**src/rtl/countdown_if.sv**
```systemverilog
// Keypad/display-side signal bundle for the countdown timer core.
// The master drives load digits and run controls; the slave (the timer)
// drives back the current time and status flags.
interface countdown_if;
  logic [3:0] bin0;
  logic [3:0] bin1;
  logic [3:0] bin2;
  logic [3:0] bin3;
  logic       load;
  logic       start;
  logic       pause;
  logic [3:0] dig0;
  logic [3:0] dig1;
  logic [3:0] dig2;
  logic [3:0] dig3;
  logic       running;
  logic       done;
  logic       alarm;

  modport master (
    output bin0, bin1, bin2, bin3, load, start, pause,
    input  dig0, dig1, dig2, dig3, running, done, alarm
  );

  modport slave (
    input  bin0, bin1, bin2, bin3, load, start, pause,
    output dig0, dig1, dig2, dig3, running, done, alarm
  );
endinterface

```
**src/rtl/countdown.sv**
```systemverilog
// Kitchen-timer countdown core: holds MM:SS as four BCD digits, decrements
// once per prescaler wrap (TICK_DIV clk cycles), with IDLE/RUN/PAUSE/DONE
// run control and a done/alarm flag.
// Build option: define ALARM_BLINK_EN to make alarm toggle on every
// prescaler wrap while in DONE; otherwise alarm is held steadily high.
module countdown #(
  parameter int unsigned TICK_DIV = 100000000
) (
  input logic        clk,
  input logic        rst_n,
  countdown_if.slave bus
);

  localparam int unsigned PW = $clog2(TICK_DIV);

  typedef enum logic [1:0] {
    IDLE  = 2'd0,
    RUN   = 2'd1,
    PAUSE = 2'd2,
    DONE  = 2'd3
  } state_t;

  state_t          state;
  logic [15:0]     tm;       // {dig3, dig2, dig1, dig0}
  logic [PW-1:0]   presc;
  logic            running;
  logic            done;
  logic            alarm;

  logic [15:0]     load_val;
  logic [15:0]     tm_dec;
  logic            tick;

  // Saturate a BCD digit to an upper limit (9 for most digits, 5 for seconds tens).
  function automatic logic [3:0] clamp_digit(input logic [3:0] d, input logic [3:0] lim);
    return (d > lim) ? lim : d;
  endfunction

  // One-second decrement with a BCD borrow chain: ss ones, ss tens (0..5),
  // mm ones, then mm tens. Never applied to 00:00.
  function automatic logic [15:0] bcd_dec(input logic [15:0] t);
    logic [3:0] d0;
    logic [3:0] d1;
    logic [3:0] d2;
    logic [3:0] d3;
    logic       b;
    d0 = t[3:0];
    d1 = t[7:4];
    d2 = t[11:8];
    d3 = t[15:12];
    b  = (d0 == 4'd0);
    d0 = b ? 4'd9 : d0 - 4'd1;
    if (b) begin
      b  = (d1 == 4'd0);
      d1 = b ? 4'd5 : d1 - 4'd1;
    end
    if (b) begin
      b  = (d2 == 4'd0);
      d2 = b ? 4'd9 : d2 - 4'd1;
    end
    if (b) begin
      d3 = d3 - 4'd1;
    end
    return {d3, d2, d1, d0};
  endfunction

  assign load_val = {clamp_digit(bus.bin3, 4'd9), clamp_digit(bus.bin2, 4'd9),
                     clamp_digit(bus.bin1, 4'd5), clamp_digit(bus.bin0, 4'd9)};
  assign tm_dec   = bcd_dec(tm);
  assign tick     = (presc == PW'(TICK_DIV - 1));

  // Run-control FSM: time register, prescaler and registered status flags.
  // Priority each cycle is load > pause > start.
  always_ff @(posedge clk or negedge rst_n) begin
    if (!rst_n) begin
      state   <= IDLE;
      tm      <= '0;
      presc   <= '0;
      running <= 1'b0;
      done    <= 1'b0;
      alarm   <= 1'b0;
    end else if (bus.load) begin
      state   <= IDLE;
      tm      <= load_val;
      presc   <= '0;
      running <= 1'b0;
      done    <= 1'b0;
      alarm   <= 1'b0;
    end else begin
      case (state)
        IDLE: begin
          presc <= '0;
          if (!bus.pause && bus.start && (tm != 16'h0000)) begin
            state   <= RUN;
            running <= 1'b1;
          end
        end
        RUN: begin
          if (bus.pause) begin
            // Prescaler is intentionally left as-is so resume finishes the second.
            state   <= PAUSE;
            running <= 1'b0;
          end else if (tick) begin
            presc <= '0;
            tm    <= tm_dec;
            if (tm_dec == 16'h0000) begin
              state   <= DONE;
              running <= 1'b0;
              done    <= 1'b1;
              alarm   <= 1'b1;
            end
          end else begin
            presc <= presc + 1'b1;
          end
        end
        PAUSE: begin
          if (!bus.pause && bus.start) begin
            state   <= RUN;
            running <= 1'b1;
          end
        end
        DONE: begin
          tm <= '0;
`ifdef ALARM_BLINK_EN
          // Keep the prescaler free-running so alarm forms a square wave.
          if (tick) begin
            presc <= '0;
            alarm <= ~alarm;
          end else begin
            presc <= presc + 1'b1;
          end
`else
          presc <= '0;
          alarm <= 1'b1;
`endif
        end
        default: begin
          state   <= IDLE;
          running <= 1'b0;
          done    <= 1'b0;
          alarm   <= 1'b0;
        end
      endcase
    end
  end

  assign bus.dig0    = tm[3:0];
  assign bus.dig1    = tm[7:4];
  assign bus.dig2    = tm[11:8];
  assign bus.dig3    = tm[15:12];
  assign bus.running = running;
  assign bus.done    = done;
  assign bus.alarm   = alarm;

endmodule

```
**src/flat_wrapper.sv**
```systemverilog
// flat-port wrapper written by rule: the top's interface ports become plain ports
module countdown_flat 
#(
  parameter int unsigned TICK_DIV = 100000000
)
  (clk, rst_n, bus_bin0, bus_bin1, bus_bin2, bus_bin3, bus_load, bus_start, bus_pause, bus_dig0, bus_dig1, bus_dig2, bus_dig3, bus_running, bus_done, bus_alarm);
  countdown_if bus_i ();
  input logic clk;
  input logic rst_n;
  input wire logic [$bits(bus_i.bin0)-1:0] bus_bin0;
  input wire logic [$bits(bus_i.bin1)-1:0] bus_bin1;
  input wire logic [$bits(bus_i.bin2)-1:0] bus_bin2;
  input wire logic [$bits(bus_i.bin3)-1:0] bus_bin3;
  input wire logic [$bits(bus_i.load)-1:0] bus_load;
  input wire logic [$bits(bus_i.start)-1:0] bus_start;
  input wire logic [$bits(bus_i.pause)-1:0] bus_pause;
  output wire logic [$bits(bus_i.dig0)-1:0] bus_dig0;
  output wire logic [$bits(bus_i.dig1)-1:0] bus_dig1;
  output wire logic [$bits(bus_i.dig2)-1:0] bus_dig2;
  output wire logic [$bits(bus_i.dig3)-1:0] bus_dig3;
  output wire logic [$bits(bus_i.running)-1:0] bus_running;
  output wire logic [$bits(bus_i.done)-1:0] bus_done;
  output wire logic [$bits(bus_i.alarm)-1:0] bus_alarm;
  assign bus_i.bin0 = bus_bin0;
  assign bus_i.bin1 = bus_bin1;
  assign bus_i.bin2 = bus_bin2;
  assign bus_i.bin3 = bus_bin3;
  assign bus_i.load = bus_load;
  assign bus_i.start = bus_start;
  assign bus_i.pause = bus_pause;
  assign bus_dig0 = bus_i.dig0;
  assign bus_dig1 = bus_i.dig1;
  assign bus_dig2 = bus_i.dig2;
  assign bus_dig3 = bus_i.dig3;
  assign bus_running = bus_i.running;
  assign bus_done = bus_i.done;
  assign bus_alarm = bus_i.alarm;
  countdown #(.TICK_DIV(TICK_DIV)) u_core (.clk(clk), .rst_n(rst_n), .bus(bus_i));
endmodule
```
**config.mk**
```make
export PLATFORM = sky130hd
export DESIGN_NAME = countdown_flat
export DESIGN_NICKNAME = d
export VERILOG_FILES = /design/src/rtl/countdown_if.sv /design/src/rtl/countdown.sv /design/src/flat_wrapper.sv
export SDC_FILE = /design/constraint.sdc
export NUM_CORES = 1
export LEC_CHECK = 0
export CORE_UTILIZATION = 40
export DETAILED_ROUTE_END_ITERATION = 10
export SLEW_MARGIN = 10
export SYNTH_ARGS = -nofsm -noshare
export SYNTH_HDL_FRONTEND = slang
export SYNTH_SLANG_ARGS = --single-unit
```
**constraint.sdc**
```tcl
create_clock -name clk -period 2.1 [get_ports clk]
set_clock_uncertainty 0.15 [all_clocks]
set_input_delay 0.21 -clock clk [delete_from_list [all_inputs] [get_ports clk]]
set_output_delay 0.21 -clock clk [all_outputs]
set_load 0.02 [all_outputs]
```
* Yosys cells after proc, flatten, opt, wreduce, memory -nomap -nowiden
Index checks and enable logic that the tools add are counted.
** Storage, ports and cells
- Word-level logic and storage cells :: 89
- Flip-flop bits (word level) :: 48
- Output and inout bits :: 19
** Operators by class
- Order comparisons :: 4
- Muxes and demuxes :: 41
- Reductions and logical operators :: 21
- $add $sub $neg :: 5
- Equality and inequality tests :: 12
** Operator list (number)
- two-way mux 27 bit :: 3
- one-hot mux 27 bit (2 select lines) :: 1
- two-way mux 16 bit :: 3
- two-way mux 4 bit :: 10
- one-hot mux 16 bit (2 select lines) :: 1
- adder 27 x 1 -> 27 bit, second input constant :: 1
- equality test 27 bit, second input constant :: 1
- logical NOT 16 bit :: 1
- nonzero test 16 bit :: 1
- subtractor 4 x 1 -> 4 bit, second input constant :: 4
- two-way mux 1 bit :: 14
- > comparator 4 bit, second input constant :: 3
- logical NOT 4 bit :: 3
- two-way mux 2 bit :: 6
- != test 3 x 2 -> 1 bit, second input constant :: 4
- != test 4 x 3 -> 1 bit, second input constant :: 2
- AND reduction 4 bit :: 2
- one-hot mux 2 bit (3 select lines) :: 1
- nonzero test 2 bit :: 3
- nonzero test 3 bit :: 2
- AND reduction 5 bit :: 1
- equality test 2 bit, second input constant :: 2
- > comparator 4 x 3 -> 1 bit, second input constant :: 1
- nonzero test 4 bit :: 1
- 11 further kinds :: 12

* Depth between registers and ports, before layout
Gate-level depths: netlist of the first run.
- Depth after elaboration :: 10
- Gate-level depth with buffers :: 9
- Depth with buffers taken out :: 7

* Least setup slack after synthesis of the first run
Ideal clock, no wire load.
- Kind :: register to register
- Start :: register u_core.state[1]
- End :: register u_core.presc[25]
- Path buffers :: 2
- Stages on the path, launching flop included :: 10
- Required time :: 1.829 ns
- Library setup time :: 0.121 ns
- Data arrival time :: 1.955 ns
- Path slack :: -0.126 ns
- Cell sequence :: dfrtp_1 inv_1 ha_1 clkbuf_1 mux2i_1 o2111ai_1 buf_2 nor4_1 xnor2_1 nor2_1
** Between the ends
- Word-level cells in the longest chain between the ends :: 4
- Elaborated cells between the ends (all ways) :: 9
- Classes of those cells :: eq/ne: 3; mux: 2; reduce/logical: 4
** Ends and longest elaborated chain
- start, declared :: line countdown.sv:23 : state_t state;
- start signal, assigned :: line countdown.sv:76 : state <= IDLE;
- start signal, assigned :: line countdown.sv:83 : state <= IDLE;
- start signal, assigned :: line countdown.sv:94 : state <= RUN;
- equality test 2 bit or logical NOT 2 bit (tied branches) :: line countdown.sv:90 : case (state)
- OR reduction 2 bit (no source line)
- one-hot mux 27 bit (2 select lines) or nonzero test 3 bit (tied branches)
- two-way mux 27 bit or AND reduction 2 bit (tied branches)
- end signal, assigned :: line countdown.sv:113 : presc <= presc + 1'b1;
- end, declared :: line countdown.sv:25 : logic [PW-1:0] presc;
Parallel ways exist; a longest one is shown, timed or not.
A chain may end at the register's enable or synchronous reset.

* Final worst setup path of the first run
- Start :: register u_core.tm[9]
- End :: register u_core.state[0]
** Between the ends
- Word-level cells in the longest chain between the ends :: 6
- Elaborated cells between the ends (all ways) :: 12
- Classes of those cells :: add/sub: 1; eq/ne: 2; mux: 4; reduce/logical: 5
** Ends and longest elaborated chain
- start, declared :: line countdown.sv:24 : logic [15:0] tm;
- start signal, assigned :: line countdown.sv:84 : tm <= load_val;
- start signal, assigned :: line countdown.sv:105 : tm <= tm_dec;
- subtractor 4 x 1 -> 4 bit or logical NOT 4 bit (tied branches) :: line countdown.sv:59, countdown.sv:58
- two-way mux 4 bit or two-way mux 1 bit (tied branches) :: line countdown.sv:59, countdown.sv:57
- two-way mux 4 bit (on tied branches) :: line countdown.sv:57, countdown.sv:61
- logical NOT 16 bit :: line countdown.sv:106 : if (tm_dec == 16'h0000) begin
- != test 4 x 3 -> 1 bit (no source line)
- AND reduction 5 bit (no source line) (*)
- end signal, assigned :: line countdown.sv:101 : state <= PAUSE;
- end signal, assigned :: line countdown.sv:107 : state <= DONE;
- end signal, assigned :: line countdown.sv:118 : state <= RUN;
Every way passes the cells marked *; elsewhere a longest branch is shown, timed or not.

==> flow_summary.yaml, run 1 <==
floorplanning:
  fp.dieArea_sq_um: 7940
  core_sq_um: 7290
  die_width_microns: 89.1
  floorplan.initialDensity: 0.416
  die_h_microns: 89.1
  placementRows: 31
  ioPinCount: 40
global_route:
  first_global_vias: 2869
  global_route.overflow_total: 0
  grt_pass1_wl_mm: 13.8
  grt_use_total: 0.223
  pin_count_of_the_biggest_net_entering_global_routing: 21
  grt_antenna_before_repair: 0
layout:
  antenna_diode_instance_count: 0
  layout-drive-gt1-share: 0.308
  fin_nets: 478
  multi_input_comb_area_sq_um: 1970
  final_cells: 550
  area_growth_syn_to_fin_pct: 48.2
  seq_area_sq_um: 1200
  fillers: 663
synth:
  adder_cell_share_of_the_synthesized_area: 0.0289
  netlist_instances: 338
  post_synth_main_area_contributors: "dfrtp_1 (40%), xnor2_1 (6.9%), nor2_1 (5.7%)"
  synthSimpleGateAreaFrac: 0.282
  synth_fp_nets: 366
  synth.yosys.seq_area_share: 0.396
  post-synth-top-count-cell: "dfrtp_1"
  syn-mean-instance-area_sq_um: 8.98
  synthMuxAreaShare: 0.0103
  async_reset_ff_frac: 1.00
  synth_largest_type_area_fraction: 0.396
  post_synth_xor_area_fraction: 0.0692
  yosys_warnings: 0
  synth_top_family_by_area: "simple AND/OR/NAND/NOR gates"
  netlist.top_cell.by_area: "dfrtp_1"
  synth_enable_flop_cells: 0
  synth-compound-area-share: 0.170
  postSynthRegisterBits: 48
  synth_area_sq_um: 3040
  synth_ff_type: "dfrtp_1"
  synth_commonest_cells: "dfrtp_1 (48), nor2_1 (46), xnor2_1 (24)"
  synthDistinctLibCells: 62
detailed_routing:
  detailedRoute.firstIterationViolations: 116
  routed_wire_length_per_instance_microns: 15.9
  route.antenna.remaining_nets: 0
  detailedRoute.firstPassIterationCount: 4
  post-route-drc-count: 0
  totalWireLength_mm: 8.72
  viasPerCell: 5.36
  via_count: 2947
critical_path:
  type_of_the_setup_path_with_the_least_slack: "reg -> reg"
  crit_path_start_kind: "register"
  cp_max_fo: 2
  required_worst_endpoint_ns: 2.16
  worstPathBufferInverterCount: 0
  critical_path_s_largest_stage_delay_ns: 0.50
  reg2reg_slack_ns: -0.13
  critical-path-top-delay-family: "simple AND/OR/NAND/NOR gates"
  endpoint_kind: "register"
  crit_arrival_ns: 2.28
  max_stage_delay_cell_worst_path: "or4b_1"
  path_cells: "nor4_4 > nand4b_1 > nor4b_4 > or4b_1 > o311ai_2"
placement:
  numPortBuffers: 39
  detailedPlace.worstSlack_ns: -0.135
  dpl.cell_count: 533
  place_hpwl_mm: 6.17
  routabilityCongestion: 0.827
outcome:
  status: "finished with violations"
  failed_checks: "setup timing"
clocking:
  cts-root-to-sink-buffers: 2
  cts_inserted_buffers: 5
  htree_levels: 2
  insertion_delay_ns: 0.30
  ctsRootBufferMaster: "clkbuf_8"
  clock_sink_count: 48
  clkSlewWorstSetupHoldPaths_ns: 0.10
  clock_tree_from_tritoncts: "built"
pwr:
  cellLeakagePower_nw: 1.86
  irDropWorstVdd_mv: 0.281
  total_power_mw: 3.26
  power.density_cell_area_nw_per_um2: 724
sta:
  final_period_minus_worst_setup_slack_ns: 2.23
  report.final.hold_viol_count: 0
  finalCritPeriodShare: 1.06
  drv_slew: 0
  rsz0062_at_grt: "yes"
  slew_at_the_pin_with_the_worst_max_slew_slack_ns: 0.503
  layout_setup_ws_ns: -0.126
  setup_viol_count_final: 1
  timing.fmax_mhz: 449
  max-slew-margin-rel: 0.665
min_path:
  worst_hold_path_type: "in -> async"
flow_run:
  drv.max_cap_violation_count: 0
sequential cells by signal (all words and copies together) (netlist names):
signal,flops
u_core.bus.alarm,1
u_core.bus.done,1
u_core.bus.running,1
u_core.presc,27
u_core.state,2
u_core.tm,16
metrics by stage:
step,setup TNS (ns),area (sq um),utilization,hold WS [ns]
2_1_floorplan,-0.0469,3070,-,-0.236
3_3_place_gp,-0.559,4060,0.556,0.0612
3_5_place_dp,-0.682,4060,0.556,0.0605
4_1_cts,-0.323,4230,0.580,0.265
5_1_grt,-1.26,4500,0.617,0.310
6_report,-0.126,4500,0.617,0.248
report_power, final:
part | switching, mW | internal [mW]
sequential | 0.0975 | 1.02
clock | 0.326 | 0.267
combinational | 0.797 | 0.748
layout by cell type (no fill, tap or decap), types with 3 or more instances in the layout:
master           instances
ha_1                     4
buf_6                    7
and4_1                   4
o21a_1                   5
xnor2_1                 24
nand4_1                  7
nand3_1                  9
o2bb2ai_1                4
clkdlybuf4s50_1         38
nor2_1                  46
buf_4                   73
o31ai_1                  3
nor4_2                   5
nand2b_1                 3
o21ai_1                  5
o21ai_4                  3
nor3_2                   3
nor4_4                   8
nor3_1                  11
clkbuf_8                 6
nand2_1                 23
dfrtp_2                  3
inv_1                   13
a22o_1                   5
nor2b_1                  3
o21ai_0                 16
dfrtp_1                 45
a21oi_1                  7
o211ai_1                 3
and3_1                   3
worst register-to-register path: cells and delay by family, from the launching register on:
kind / cells / cell delay [ns]
simple gates: 4 / 1.46
flops: 1 / 0.44
compound gates: 1 / 0.08
path summary, 6_finish.rpt:
check                                        startpoint                           end  cells after the start
max in group asynchronous                         rst_n  u_core.presc[15]$_DFFE_PN0P_                      3
hold reg to reg            u_core.bus.alarm$_DFFE_PN0P_  u_core.bus.alarm$_DFFE_PN0P_                      2
setup / recovery               u_core.tm[9]$_DFFE_PN0P_   u_core.state[0]$_DFFE_PN0P_                      5
setup reg to reg               u_core.tm[9]$_DFFE_PN0P_   u_core.state[0]$_DFFE_PN0P_                      5
hold / removal                                    rst_n   u_core.presc[3]$_DFFE_PN0P_                      2
min in group clk           u_core.bus.alarm$_DFFE_PN0P_  u_core.bus.alarm$_DFFE_PN0P_                      2
repair_timing:
item                                    CTS  global route
cloned                                    0             1
pin swaps                                 2            19
endpoints found under the setup margin   15            43
setup buffers                             2             5
hold endpoints to repair                 18             0
gates resized for setup                  10            48
hold buffers                              1             0
cell type report:
cell class                      instances  share of cell area
Clock buffer                            6              0.0184
Clock inverter                          2             0.00334
Inverter                               15              0.0125
Multi-Input combinational cell        259               0.439
Sequential cell                        48               0.268
Tap cell                               99              0.0275
Timing Repair Buffer                  121               0.232
cell families after synthesis:
family                     Yosys count
AOI/OAI and AO/OA                   76
xor gates and xnor gates            24
adders and majority gates            7
buffers and inverters               31
DFF                                 48
muxes                                3
and+or+nand+nor                    149
metal layers:
layer  global-route usage  wire length, microns  vias up  part of all wire
li1                     -                     -     1444                 -
met1                0.297                  4050     1447              0.46
met2                0.388                  4350       50              0.50
met3               0.0268                   237        6             0.027
met4               0.0519                    82        0            0.0094
met5                    0                     0        -                 0
Note: power is estimated with default switching activity, not from simulation.
==> run 2: changes to the inputs <==
CORE_MARGIN = 4   (was unset)
==> run 2 against run 1 <==
Against the previous run: the flow still finishes with violations (setup timing); routed wire length down 3.6%; largest cell class unchanged; cell count decreased by 1.1%; sequential share of layout area rose by 0.11 points.
==> flow_summary.yaml, run 2 (same netlist as run 1, synthesis figures left out) <==
sta:
  drv_slew: 0
  report.final.hold_viol_count: 0
  rsz0062_at_grt: "yes"
  final_period_minus_worst_setup_slack_ns: 2.14
  timing.fmax_mhz: 466
  setup-tns-final_ns: -0.0958
  max-slew-margin-rel: 0.747
  setup_viol_count_final: 3
  slew_at_the_pin_with_the_worst_max_slew_slack_ns: 0.379
  finalCritPeriodShare: 1.02
  layout_setup_ws_ns: -0.0446
layout:
  fin_nets: 472
  reg.largest.list: "u_core.presc x27, u_core.tm x16, u_core.state x2"
  layout-drive-gt1-share: 0.294
  register_ranked_first_by_flip_flop_count: "u_core.presc"
  area_growth_syn_to_fin_pct: 47.8
  mostFrequentLayoutCell: "buf_4"
  antenna_diode_instance_count: 0
  layout.cells.most_common_list: "buf_4 (59), nor2_1 (45), dfrtp_1 (44), clkdlybuf4s50_1 (38), xnor2_1 (24)"
  largest_register_ff_count: 27
  layout.core_utilization: 0.612
critical_path:
  endpoint_kind: "register"
  required_worst_endpoint_ns: 2.15
  type_of_the_setup_path_with_the_least_slack: "reg -> reg"
  max_stage_delay_cell_worst_path: "dfrtp_1"
  critical_path_s_largest_stage_delay_ns: 0.39
  crit_arrival_ns: 2.19
  crit_path_start_kind: "register"
  critical-path-top-cell-by-count: "buf_6"
  path_cells: "buf_6 > ha_4 > mux2i_4 > o211ai_1 > buf_4 > buf_6 > buf_6 > nor2_2 > xnor2_1 > nor2_1"
  cp_max_fo: 6
global_route:
  pin_count_of_the_biggest_net_entering_global_routing: 49
  grt_antenna_before_repair: 0
  groute.layer.met2.usage: 0.310
  grt_use_total: 0.188
  grtUsageMet1: 0.252
  first_global_vias: 2802
  gr-usage-met3: 0.0300
  grt_pass1_wl_mm: 13.5
  global_route.overflow_total: 0
  grt.busiest_layer: "met2"
clocking:
  cts-root-to-sink-buffers: 2
  htree_levels: 2
  cts_inserted_buffers: 5
  insertion_delay_ns: 0.30
  clkSlewWorstSetupHoldPaths_ns: 0.08
  ctsRootBufferMaster: "clkbuf_8"
  clock_sink_count: 48
  clock_tree_from_tritoncts: "built"
floorplanning:
  floorplan.initialDensity: 0.414
  die_width_microns: 95.1
  core_sq_um: 7330
  die_h_microns: 95.1
  fp.dieArea_sq_um: 9050
  ioPinCount: 40
  placementRows: 31
outcome:
  status: "finished with violations"
  failed_checks: "setup timing"
pwr:
  power.density_cell_area_nw_per_um2: 725
  cellLeakagePower_nw: 1.86
  irDropWorstVdd_mv: 0.340
detailed_routing:
  viasPerCell: 5.32
  totalWireLength_mm: 8.40
  detailedRoute.firstIterationViolations: 112
  via_count: 2894
  routed_wire_length_per_instance_microns: 15.4
  route.antenna.remaining_nets: 0
  detailedRoute.firstPassIterationCount: 4
  post-route-drc-count: 0
placement:
  place_hpwl_mm: 5.82
  routabilityCongestion: 0.844
  numPortBuffers: 39
flow_run:
  drv.max_cap_violation_count: 0
min_path:
  worst_hold_path_type: "in -> async"
==> run 2: metrics by stage <==
| step | total power [mW] | hold WS [ns] | std cells | cell area [sq um] | setup slack, ns |
|---|---|---|---|---|---|
| global placement | 2.45 | 0.0656 | 521 | 3990 | -0.0223 |
| CTS | 3.10 | 0.277 | 535 | 4180 | -0.00606 |
| floorplan | 1.84 | -0.236 | 338 | 3070 | -0.0469 |
| finish | 3.25 | 0.266 | 544 | 4490 | -0.0446 |
| detailed placement | 2.47 | 0.0669 | 521 | 3990 | -0.0856 |
| global route | 3.46 | 0.284 | 544 | 4490 | -0.143 |
==> run 2: layout make-up <==
cell class                      count  area, sq um
Clock buffer                        8         90.1
Inverter                           15         56.3
Timing Repair Buffer              115         1050
Tap cell                           99          124
Sequential cell                    48         1210
Multi-Input combinational cell    259         1960
Fill cell                         635         2850
==> run 2: metal layers <==
metal  vias up  part of all wire
li1       1429                 -
met1      1398              0.45
met2        55              0.50
met3        12             0.036
met4         0             0.012
met5         -                 0
==> run 2: where the power goes <==
group          internal [mW]  total, mW  switching, mW
sequential              1.02       1.12         0.0917
clock                  0.269      0.572          0.303
combinational          0.780       1.57          0.785
==> run 2: final timing paths <==
path / startpoint / endpoint / slack [ns] / cells after the start
max: u_core.state[0]$_DFFE_PN0P_ / u_core.presc[12]$_DFFE_PN0P_ / -0.04 / 10
min: rst_n / u_core.bus.running$_DFFE_PN0P_ / 0.27 / 3
max reg2reg: u_core.state[0]$_DFFE_PN0P_ / u_core.presc[12]$_DFFE_PN0P_ / -0.04 / 10
min reg2reg: u_core.bus.done$_DFFE_PN0P_ / u_core.bus.done$_DFFE_PN0P_ / 0.36 / 2
max in group asynchronous: rst_n / u_core.tm[4]$_DFFE_PN0P_ / 1.29 / 3
min in group clk: u_core.bus.done$_DFFE_PN0P_ / u_core.bus.done$_DFFE_PN0P_ / 0.36 / 2
==> run 2: repair_timing <==
item | CTS | global route
endpoints found under the setup margin | 15 | 43
endpoints found under the hold margin | 48 | 0
gates resized for setup | 10 | 47
pin swaps | 1 | 15
setup buffers | 5 | 9
hold buffers | 1 | 0
==> run 2: worst max-delay path: cells and delay by family, from the launching register on <==
family	cells	cell delay, ns
compound gates	1	0.32
xor+xnor	1	0.14
fa+ha+maj	1	0.17
buf+inv	4	0.60
flops	1	0.39
mux	1	0.19
simple gates	2	0.08
==> run 3: changes to the inputs <==
SETUP_SLACK_MARGIN = 0.05   (was unset)
==> run 3 against run 2 <==
Against the previous run: the flow still finishes with violations (setup timing); power increased by 17%; critical path depth decreased by 5; sequential power about the same; setup slack got worse by 0.029 ns; die area unchanged; global-route usage increased by 0.81 points; first-iteration DRC count increased to 2.6 times the previous value.
==> flow_summary.yaml, run 3 (same netlist as run 1, synthesis figures left out) <==
sta:
  report.final.hold_viol_count: 0
  rsz0062_at_grt: "yes"
  fin_hold_ws_ns: 0.296
  final_period_minus_worst_setup_slack_ns: 2.17
  timing.fmax_mhz: 460
  finalCritPeriodShare: 1.04
  drv_slew: 0
  slew_at_the_pin_with_the_worst_max_slew_slack_ns: 0.638
  layout_setup_ws_ns: -0.0737
  max-slew-margin-rel: 0.575
  setup_viol_count_final: 13
critical_path:
  critical_path_s_largest_stage_delay_ns: 0.46
  r2r_cells: 5
  required_worst_endpoint_ns: 2.15
  worstPathBufferInverterCount: 0
  crit_arrival_ns: 2.23
  type_of_the_setup_path_with_the_least_slack: "reg -> reg"
  critical-path-top-delay-family: "simple AND/OR/NAND/NOR gates"
  critical_path_depth: 5
  path_cells: "nor4_4 > nand4b_1 > nor4b_4 > or4b_1 > o311ai_1"
  max_stage_delay_cell_worst_path: "or4b_1"
  endpoint_kind: "register"
  crit_path_start_kind: "register"
  cp_max_fo: 2
outcome:
  failed_checks: "setup timing"
  status: "finished with violations"
global_route:
  grt_antenna_before_repair: 0
  pin_count_of_the_biggest_net_entering_global_routing: 26
  global_route.overflow_total: 0
  grt_use_total: 0.196
  first_global_vias: 2867
  grt_pass1_wl_mm: 14.1
layout:
  reg.largest.list: "u_core.presc x27, u_core.tm x16, u_core.state x2"
  antenna_diode_instance_count: 0
  largest_register_ff_count: 27
  layout-drive-gt1-share: 0.382
  area_growth_syn_to_fin_pct: 58.7
  mostFrequentLayoutCell: "buf_4"
  layout.cells.most_common_list: "buf_4 (62), dfrtp_1 (44), clkdlybuf4s50_1 (38), nor2_1 (34), nand2_1 (22)"
  fillers: 552
  register_ranked_first_by_flip_flop_count: "u_core.presc"
  final_cells: 552
  layout.core_utilization: 0.657
  final_design_area_no_fill_sq_um: 4820
  fin_nets: 480
min_path:
  worst_hold_path_type: "in -> async"
detailed_routing:
  detailedRoute.firstIterationViolations: 287
  via_count: 3064
  post-route-drc-count: 0
  detailedRoute.firstPassIterationCount: 5
  routed_wire_length_per_instance_microns: 17.3
  route.antenna.remaining_nets: 0
  totalWireLength_mm: 9.54
  viasPerCell: 5.55
pwr:
  power.density_cell_area_nw_per_um2: 788
  irDropWorstVdd_mv: 0.414
  cellLeakagePower_nw: 1.98
  total_power_mw: 3.80
clocking:
  clock_sink_count: 48
  cts_inserted_buffers: 5
  clock_tree_from_tritoncts: "built"
  htree_levels: 2
  clkSlewWorstSetupHoldPaths_ns: 0.10
  cts-root-to-sink-buffers: 2
  insertion_delay_ns: 0.31
  ctsRootBufferMaster: "clkbuf_8"
placement:
  routabilityCongestion: 0.894
  numPortBuffers: 39
  dpl.cell_count: 520
  place_hpwl_mm: 6.08
  placed_area_sq_um: 3980
floorplanning:
  die_h_microns: 95.1
  placementRows: 31
  floorplan.initialDensity: 0.414
  ioPinCount: 40
  die_width_microns: 95.1
  core_sq_um: 7330
  fp.dieArea_sq_um: 9050
flow_run:
  drv.max_cap_violation_count: 0
run 3: report_power, final:
group / internal, mW / switching [mW] / total (mW)
Sequential: 1.02 / 0.0978 / 1.12
Combinational: 1.06 / 1.01 / 2.07
Clock: 0.268 / 0.333 / 0.601
Total: 2.36 / 1.44 / 3.80
run 3: worst paths after layout:
kind                                                    from                           end  slack (ns)
worst max-delay path                u_core.tm[9]$_DFFE_PN0P_   u_core.state[0]$_DFFE_PN0P_       -0.07
worst min-delay path                                   rst_n  u_core.presc[21]$_DFFE_PN0P_        0.30
worst max register to register      u_core.tm[9]$_DFFE_PN0P_   u_core.state[0]$_DFFE_PN0P_       -0.07
worst min register to register  u_core.bus.alarm$_DFFE_PN0P_  u_core.bus.alarm$_DFFE_PN0P_        0.37
max in group asynchronous                              rst_n      u_core.tm[5]$_DFFE_PN0P_        0.94
min in group clk                u_core.bus.alarm$_DFFE_PN0P_  u_core.bus.alarm$_DFFE_PN0P_        0.37
run 3: through the flow:
| stage | TNS [ns] | setup WS [ns] |
|---|---|---|
| 2_1_floorplan | -0.0292 | -0.0292 |
| 3_3_place_gp | -0.0196 | -0.0196 |
| 3_5_place_dp | -0.216 | -0.0609 |
| 4_1_cts | -0.0465 | -0.0465 |
| 5_1_grt | -2.16 | -0.143 |
| 6_report | -0.206 | -0.0737 |
run 3: per-layer routing:
layer / track usage / wire [microns] / vias to the layer above / share of wire
li1: - / - / 1458 / -
met1: 0.287 / 4490 / 1518 / 0.47
met2: 0.308 / 4630 / 80 / 0.49
met3: 0.0245 / 297 / 8 / 0.031
met4: 0.0445 / 126 / 0 / 0.013
met5: 0 / 0 / - / 0
run 3: layout make-up:
class,instances,area (sq um),area share
Multi-Input combinational cell,259,2190,0.456
Sequential cell,48,1210,0.250
Timing Repair Buffer,123,1140,0.237
Tap cell,99,124,0.0257
Clock buffer,7,86.3,0.0179
Inverter,15,56.3,0.0117
Clock inverter,1,7.51,0.00156
run 3: what timing repair did:
item,CTS,global route
endpoints found under the setup margin,26,43
endpoints found under the hold margin,24,0
hold buffers,1,0
gates cloned,1,3
resized for setup,27,92
setup buffers,10,11
pin swaps,5,35
